### src/rtl/parking_gate_arbiter.sv
// Single-barrier parking gate shared by an entrance and an exit lane.
// Round-robin arbitration between lanes, bounded open window, occupancy tracking.
module parking_gate_arbiter #(
    parameter int CAPACITY    = 8,
    parameter int OPEN_CYCLES = 4,
    parameter int CNT_W       = 4
) (
    input  logic             clk,
    input  logic             reset,
    input  logic             entry_req,
    input  logic             exit_req,
    input  logic             car_passed,
    output logic             entry_grant,
    output logic             exit_grant,
    output logic             gate_open,
    output logic [CNT_W-1:0] occupancy,
    output logic             lot_full,
    output logic             lot_empty,
    output logic             timeout
);

    localparam int TMR_W = (OPEN_CYCLES > 2) ? $clog2(OPEN_CYCLES) : 1;
    localparam logic [TMR_W-1:0] TMR_LAST = TMR_W'(OPEN_CYCLES - 1);
    localparam logic [CNT_W-1:0] CAP      = CNT_W'(CAPACITY);

    typedef enum logic [1:0] {
        IDLE       = 2'd0,
        OPEN_ENTRY = 2'd1,
        OPEN_EXIT  = 2'd2,
        CLOSE      = 2'd3
    } state_t;

    state_t           state_q, state_d;
    logic [TMR_W-1:0] timer_q, timer_d;
    logic [CNT_W-1:0] occ_q, occ_d;
    logic             ptr_q, ptr_d;   // 0: entry has priority, 1: exit has priority
    logic             entry_ok, exit_ok;

    always_ff @(posedge clk) begin
        if (!reset) begin
            state_q <= IDLE;
            timer_q <= '0;
            occ_q   <= '0;
            ptr_q   <= 1'b0;
        end else begin
            state_q <= state_d;
            timer_q <= timer_d;
            occ_q   <= occ_d;
            ptr_q   <= ptr_d;
        end
    end

    assign entry_grant = (state_q == OPEN_ENTRY);
    assign exit_grant  = (state_q == OPEN_EXIT);
    assign gate_open   = entry_grant | exit_grant;
    assign occupancy   = occ_q;
    assign lot_full    = (occ_q == CAP);
    assign lot_empty   = (occ_q == '0);

    always_comb begin
        state_d  = state_q;
        timer_d  = timer_q;
        occ_d    = occ_q;
        ptr_d    = ptr_q;
        timeout  = 1'b0;
        entry_ok = entry_req && !lot_full;
        exit_ok  = exit_req && !lot_empty;

        case (state_q)
            IDLE: begin
                timer_d = '0;
                if (entry_ok && (!exit_ok || !ptr_q)) begin
                    state_d = OPEN_ENTRY;
                    ptr_d   = 1'b1;
                end else if (exit_ok) begin
                    state_d = OPEN_EXIT;
                    ptr_d   = 1'b0;
                end
            end
            OPEN_ENTRY, OPEN_EXIT: begin
                // A pass on the last window cycle wins over the timeout.
                if (car_passed) begin
                    state_d = CLOSE;
                    if (state_q == OPEN_ENTRY) begin
                        if (occ_q < CAP) occ_d = occ_q + 1'b1;
                    end else begin
                        if (occ_q != '0) occ_d = occ_q - 1'b1;
                    end
                end else if (timer_q == TMR_LAST) begin
                    timeout = reset;
                    state_d = CLOSE;
                end else begin
                    timer_d = timer_q + 1'b1;
                end
            end
            CLOSE: begin
                state_d = IDLE;
                timer_d = '0;
            end
            default: state_d = IDLE;
        endcase
    end

endmodule

### config.mk
export PLATFORM = sky130hd
export DESIGN_NAME = parking_gate_arbiter
export DESIGN_NICKNAME = d
export VERILOG_FILES = /design/src/rtl/parking_gate_arbiter.sv
export SDC_FILE = /design/constraint.sdc
export NUM_CORES = 1
export LEC_CHECK = 0
export BUFFER_PORTS_ARGS = -buffer_cell sky130_fd_sc_hd__buf_4
export CORE_MARGIN = 1
export CORE_UTILIZATION = 45
export DETAILED_ROUTE_END_ITERATION = 12
export PLACE_DENSITY = 0.81
export SETUP_SLACK_MARGIN = 0.5
export SYNTH_ARGS = -nofsm -noshare
export SYNTH_HDL_FRONTEND = slang
export SYNTH_SLANG_ARGS = --single-unit
### constraint.sdc
create_clock -name clk -period 1.8 [get_ports clk]
set_clock_uncertainty 0.2 [all_clocks]
set_input_delay 0.27 -clock clk [delete_from_list [all_inputs] [get_ports clk]]
set_output_delay 0.27 -clock clk [all_outputs]
set_load 0.03 [all_outputs]
==> impl_metrics.json, run 1 <==
{
  "die_h_um": 38.8,
  "post-dp-hpwl_um": 1190,
  "synth-async-reset-ratio_pct": 0,
  "area_growth_syn_to_layout_pct": 91.4,
  "syn-cell-area_um2": 608,
  "std_cell_rows": 12,
  "slew_headroom_pct": 37.7,
  "status": "finished with violations",
  "placed_area_um2": 901,
  "synth_top_cell_area_share_pct": 29.6,
  "drv_cap": 0,
  "die_x_um": 38.8,
  "p_leak_nw": 0.480,
  "setup-tns-final_ns": -2.01,
  "violations": "negative setup slack",
  "path_class": "reg2reg",
  "yosys.area.top_type": "dfxtp_1",
  "synth_common_cells": "9 x dfxtp_1, 7 x ha_1, 7 x nor2_1",
  "first_global_vias": 708,
  "yosysUniqueCellTypes": 30,
  "setup_viol": 9,
  "yosysSeqAreaShare_pct": 29.6,
  "worst-path-max-fanout": 4,
  "synth-edff-count": 0,
  "yosysMostFrequentCell": "dfxtp_1",
  "dieArea_mm2": 0.00150,
  "core_mm2": 0.00119,
  "min_from": "reset",
  "cp.required_ns": 1.74,
  "cts_buffers": 3,
  "fin_worst_hold_slack_ns": 0.0911,
  "setup_ws_ns": -0.455,
  "antenna_found_initial": 0,
  "fmax_mhz": 444,
  "via_count": 859,
  "worstSetupStartpointType": "flop",
  "final_util_pct": 98.1,
  "synth_seq_cells": 9,
  "grt_pass1_wl_um": 3450,
  "drt_iter0_drc": 60,
  "period_share_pct": 125,
  "grt_use_total_pct": 35.9,
  "avgSynthCellArea_um2": 8.94,
  "dr.pass1.iters": 4,
  "h-tree-depth": 1,
  "clkLatencyLatePin_ns": 0.28,
  "syn_nets": 81,
  "viasPerCell": 7.34,
  "clock-sinks": 9,
  "tightest_slew_ns": 0.923,
  "cts_tree": "built",
  "antenna_left": 0,
  "antenna_cells": 0,
  "fin_nets": 117,
  "finalNonFillerCells": 117,
  "hold_class": "in2reg",
  "clkTransAtPathRegs_ns": 0.08,
  "worstReg2RegStart": "state_q[1]",
  "finalHoldViolCount": 0,
  "grt_overflow": 0,
  "portBuffers": 14,
  "globalplace.congestion": 0.782,
  "fin_crit_ns": 2.25,
  "cp-end-kind": "flop",
  "wl_um": 3160,
  "grt_max_degree": 7,
  "netlist_instances": 68,
  "cp.arrival_ns": 2.20,
  "ios": 15,
  "crit_path_start": "state_q[1]",
  "root_buffer": "clkbuf_4",
  "detail_route.wl_per_cell_um": 27.0,
  "drive_gt1_share_pct": 63.1,
  "final_area_mm2": 0.00116,
  "irDropWorstVdd_mv": 2.09,
  "synth-main-ff-cell": "dfxtp_1",
  "ys_top_cells_by_area": "dfxtp_1 30%, ha_1 14%, nor2_1 4.3%",
  "start_util_pct": 51.3,
  "clockBufferDepth": 2,
  "rsz0062_at_grt": "yes",
  "drc": 0,
  "slew_violations": 0,
  "powerDensity_mw_per_mm2": 2040,
  "dp_cells": 103,
  "synth_warnings": 0
}
[placed cells by master, fill, tap and decap left out, types with 2 or more instances in the layout]
cell,count
ha_1,3
inv_4,3
ha_4,3
nand2_1,2
inv_1,2
clkbuf_4,3
buf_4,11
nor2_1,6
dfxtp_4,5
dfxtp_1,3
a21oi_2,2
a21oi_1,3
o21ai_0,2
a41oi_1,2
buf_6,18
xnor2_1,3
nand2_4,2
[where the power goes]
part / leakage [nW] / internal, mW / switching, mW
clock network: 0.0150 / 0.0860 / 0.0936
logic: 0.388 / 0.854 / 0.980
registers: 0.0776 / 0.276 / 0.0892
[cell families (layout without fill, tap and decap cells)]
kind of cell	Yosys count	in the layout	share of synthesized area [%]
flip-flops	9	9	29.6
buffers and inverters	6	41	3.70
XOR/XNOR	3	3	4.32
multiplexers	1	1	1.65
adder cells (fa/ha/maj)	8	8	17.7
AO/OA/AOI/OAI	21	21	24.9
AND/OR/NAND/NOR	20	20	18.1
[critical path, cell delays in order (launching register included)]
cell and delay, ns:
dfxtp_2 0.37, inv_4 0.05, buf_12 0.12, ha_4 0.17, inv_4 0.08, ha_4 0.19
a21o_2 0.21, a21o_1 0.19, o31ai_1 0.41, a21oi_1 0.12
[repair_timing]
item,CTS,global route
resized for setup,29,6
pin swaps,10,1
setup endpoints to repair,19,19
setup buffers,7,3
hold buffers,0,0
[registers in the layout, indices dropped and copies added, names as in the netlist]
register and flops:
timer_q 2, state_q 2, ptr_q 1, occupancy 4
[per-layer routing]
metal,part of all wire [%],global-route usage [%],vias up
met2,42,69.2,103
met4,8.3,13.8,0
met1,36,38.1,388
li1,-,-,327
met3,14,5.20,41
met5,0,0,-
[path summary, 6_finish.rpt]
| check | endpoint | slack [ns] | cells after the start |
|---|---|---|---|
| setup / recovery | occupancy[3] | -0.45 | 9 |
| hold / removal | state_q[1] | 0.09 | 2 |
| setup reg to reg | occupancy[3] | -0.45 | 9 |
| hold reg to reg | timer_q[1] | 0.35 | 2 |
[layout make-up]
type                    count  area, um2
clock buffers               4       26.3
fillers                    14       22.5
inverters                   6       35.0
multi-input cells          53        564
flip-flops and latches      9        200
well taps                  14       17.5
repair buffers             31        320
[through the flow]
step | worst slack [ns] | total power, mW
2_1_floorplan | -0.0256 | 1.22
3_3_place_gp | -0.0126 | 1.49
3_5_place_dp | -0.0327 | 1.53
4_1_cts | -0.0971 | 2.02
5_1_grt | -0.440 | 2.41
6_report | -0.455 | 2.38
No activity file was read; power rests on OpenSTA's default activity.
==> inputs of run 2 (changes only) <==
--- a/config.mk
+++ b/config.mk
@@ -5,11 +5,12 @@
 export SDC_FILE = /design/constraint.sdc
 export NUM_CORES = 1
 export LEC_CHECK = 0
+export ABC_AREA = 0
 export BUFFER_PORTS_ARGS = -buffer_cell sky130_fd_sc_hd__buf_4
-export CORE_MARGIN = 1
-export CORE_UTILIZATION = 45
+export CORE_AREA = 2 2 39 41
 export DETAILED_ROUTE_END_ITERATION = 12
-export PLACE_DENSITY = 0.81
+export DIE_AREA = 0 0 41 43
+export PLACE_DENSITY = 0.79
 export SETUP_SLACK_MARGIN = 0.5
 export SYNTH_ARGS = -nofsm -noshare
 export SYNTH_HDL_FRONTEND = slang
==> constraint.sdc (replaced) <==
create_clock -name clk -period 2.2 [get_ports clk]
set_clock_uncertainty 0.2 [all_clocks]
set_input_delay 0.33 -clock clk [delete_from_list [all_inputs] [get_ports clk]]
set_output_delay 0.33 -clock clk [all_outputs]
set_load 0.03 [all_outputs]
==> run 2 against run 1 <==
  * The run now ends clean
  * Worst hold slack improved by 0.026 ns
  * Clock power fell by 27%
  * Utilization fell by 24 points
  * Register-to-register slack improved by 0.81 ns
  * Flip-flop and latch count did not move
  * Via count fell by 28%
  * Sequential power fell by 22%
  * Design area fell by 12%
  * Largest cell class unchanged
==> impl_metrics.json, run 2 (synthesis results as in run 1) <==
{
  "antenna_found_initial": 0,
  "powerDensity_mw_per_mm2": 1490,
  "drc": 0,
  "fin_crit_ns": 1.89,
  "worstSetupStartpointType": "flop",
  "pwr-share-seq_pct": 18.7,
  "cp_cell_sequence": "or4b_4, clkinv_4, buf_6",
  "start_util_pct": 43.9,
  "clkTransAtPathRegs_ns": 0.06,
  "antenna_cells": 0,
  "irDropWorstVdd_mv": 1.07,
  "dr.pass1.iters": 4,
  "cp.required_ns": 1.67,
  "cts_tree": "built",
  "core_mm2": 0.00138,
  "root_buffer": "clkbuf_4",
  "p_leak_nw": 0.442,
  "hold_class": "in2reg",
  "clockBufferDepth": 2,
  "portBuffers": 14,
  "fin_nets": 113,
  "h-tree-depth": 1,
  "clkLatencyLatePin_ns": 0.26,
  "pwr-share-comb_pct": 72.7,
  "globalplace.congestion": 0.745,
  "drt_iter0_drc": 7,
  "pwr-share-clk_pct": 8.6,
  "cp-end-kind": "output port",
  "slew_violations": 0,
  "setup_viol": 0,
  "setup_ws_ns": 0.315,
  "status": "finished clean",
  "final_common_cell": "buf_4",
  "fill_cells": 104,
  "clock-sinks": 9,
  "period_share_pct": 85.7,
  "tightest_slew_ns": 0.360,
  "rsz0062_at_grt": "yes",
  "post-dp-hpwl_um": 1000,
  "std_cell_rows": 14,
  "hold_buffers": 0,
  "setup-tns-final_ns": 0,
  "cts_buffers": 3,
  "die_h_um": 43,
  "internal_power_mw": 0.829,
  "drive_gt1_share_pct": 55.6,
  "wl_um": 1600,
  "via_count": 620,
  "antenna_left": 0,
  "die_x_um": 41,
  "p_sw_mw": 0.696,
  "finalHoldViolCount": 0,
  "grt_overflow": 0,
  "slowest_delay_ns": 0.56,
  "ios": 15,
  "first_global_vias": 596,
  "p_sw_share_pct": 45.6,
  "path_class": "reg2out",
  "grt_use_total_pct": 21.7,
  "cp.arrival_ns": 1.36,
  "dp_slack_ns": 0.355,
  "mostFrequentLayoutCells": "19 x buf_4, 8 x buf_6, 7 x nor2_1, 5 x a21oi_1, 5 x dfxtp_4",
  "grt_pass1_wl_um": 2590,
  "area_growth_syn_to_layout_pct": 68.7,
  "fin_worst_hold_slack_ns": 0.118,
  "grt_max_degree": 9,
  "drv_cap": 0,
  "dieArea_mm2": 0.00176,
  "slew_headroom_pct": 75.7,
  "largest_reg_flops": 4,
  "fmax_mhz": 530,
  "detail_route.wl_per_cell_um": 13.9,
  "viasPerCell": 5.39,
  "crit_path_top_delay_cell": "or4b_4",
  "worst-path-max-fanout": 3
}
[run 2: area by class of cell]
cell class	instances	area, um2	share of cell area [%]
Inverter	6	35.0	3.41
Tap cell	16	20.0	1.95
Sequential cell	9	200	19.5
Timing Repair Buffer	27	233	22.7
Multi-Input combinational cell	53	512	49.9
Clock buffer	4	26.3	2.56
[run 2: repair_timing]
action,4_1_cts,5_1_grt
resized for setup,11,11
setup endpoints to repair,8,12
setup buffers,9,4
pin swaps,5,4
[run 2: worst max-delay path: cells and delay by family (launching register included)]
kind                   cells  cell delay (ns)
and+or+nand+nor            1             0.56
DFF                        1             0.35
buffers and inverters      2             0.19
[run 2: worst paths after layout]
path	startpoint	to	slack, ns	depth (start not counted)
setup / recovery	occupancy[0]	lot_full	0.31	3
hold reg to reg	ptr_q	ptr_q	0.29	1
setup reg to reg	state_q[1]	occupancy[3]	0.36	8
hold / removal	reset	state_q[1]	0.12	2
[run 2: power groups by stage]
stage	clock network (mW)	logic (mW)	registers, mW
4_1_cts	0.136	1.00	0.276
6_report	0.131	1.11	0.285
2_1_floorplan	0	0.643	0.316
5_1_grt	0.146	1.21	0.292
3_5_place_dp	0	0.853	0.297
3_3_place_gp	0	0.838	0.295
[run 2: layer usage]
metal	global-route usage, %	vias to the layer above	routed length [um]
li1	-	323	-
met1	31.5	280	770
met2	30.3	13	757
met3	3.14	4	52
met4	10.0	0	23
met5	0	-	0
[run 2: metrics by stage]
step | total power [mW] | cell area [um2] | utilization [%] | cells
6_report | 1.52 | 1030 | 74.1 | 115
3_3_place_gp | 1.13 | 827 | 59.8 | 98
5_1_grt | 1.65 | 1030 | 74.1 | 115
3_5_place_dp | 1.15 | 827 | 59.8 | 98
4_1_cts | 1.41 | 956 | 69.1 | 111
2_1_floorplan | 0.960 | 702 | - | 68
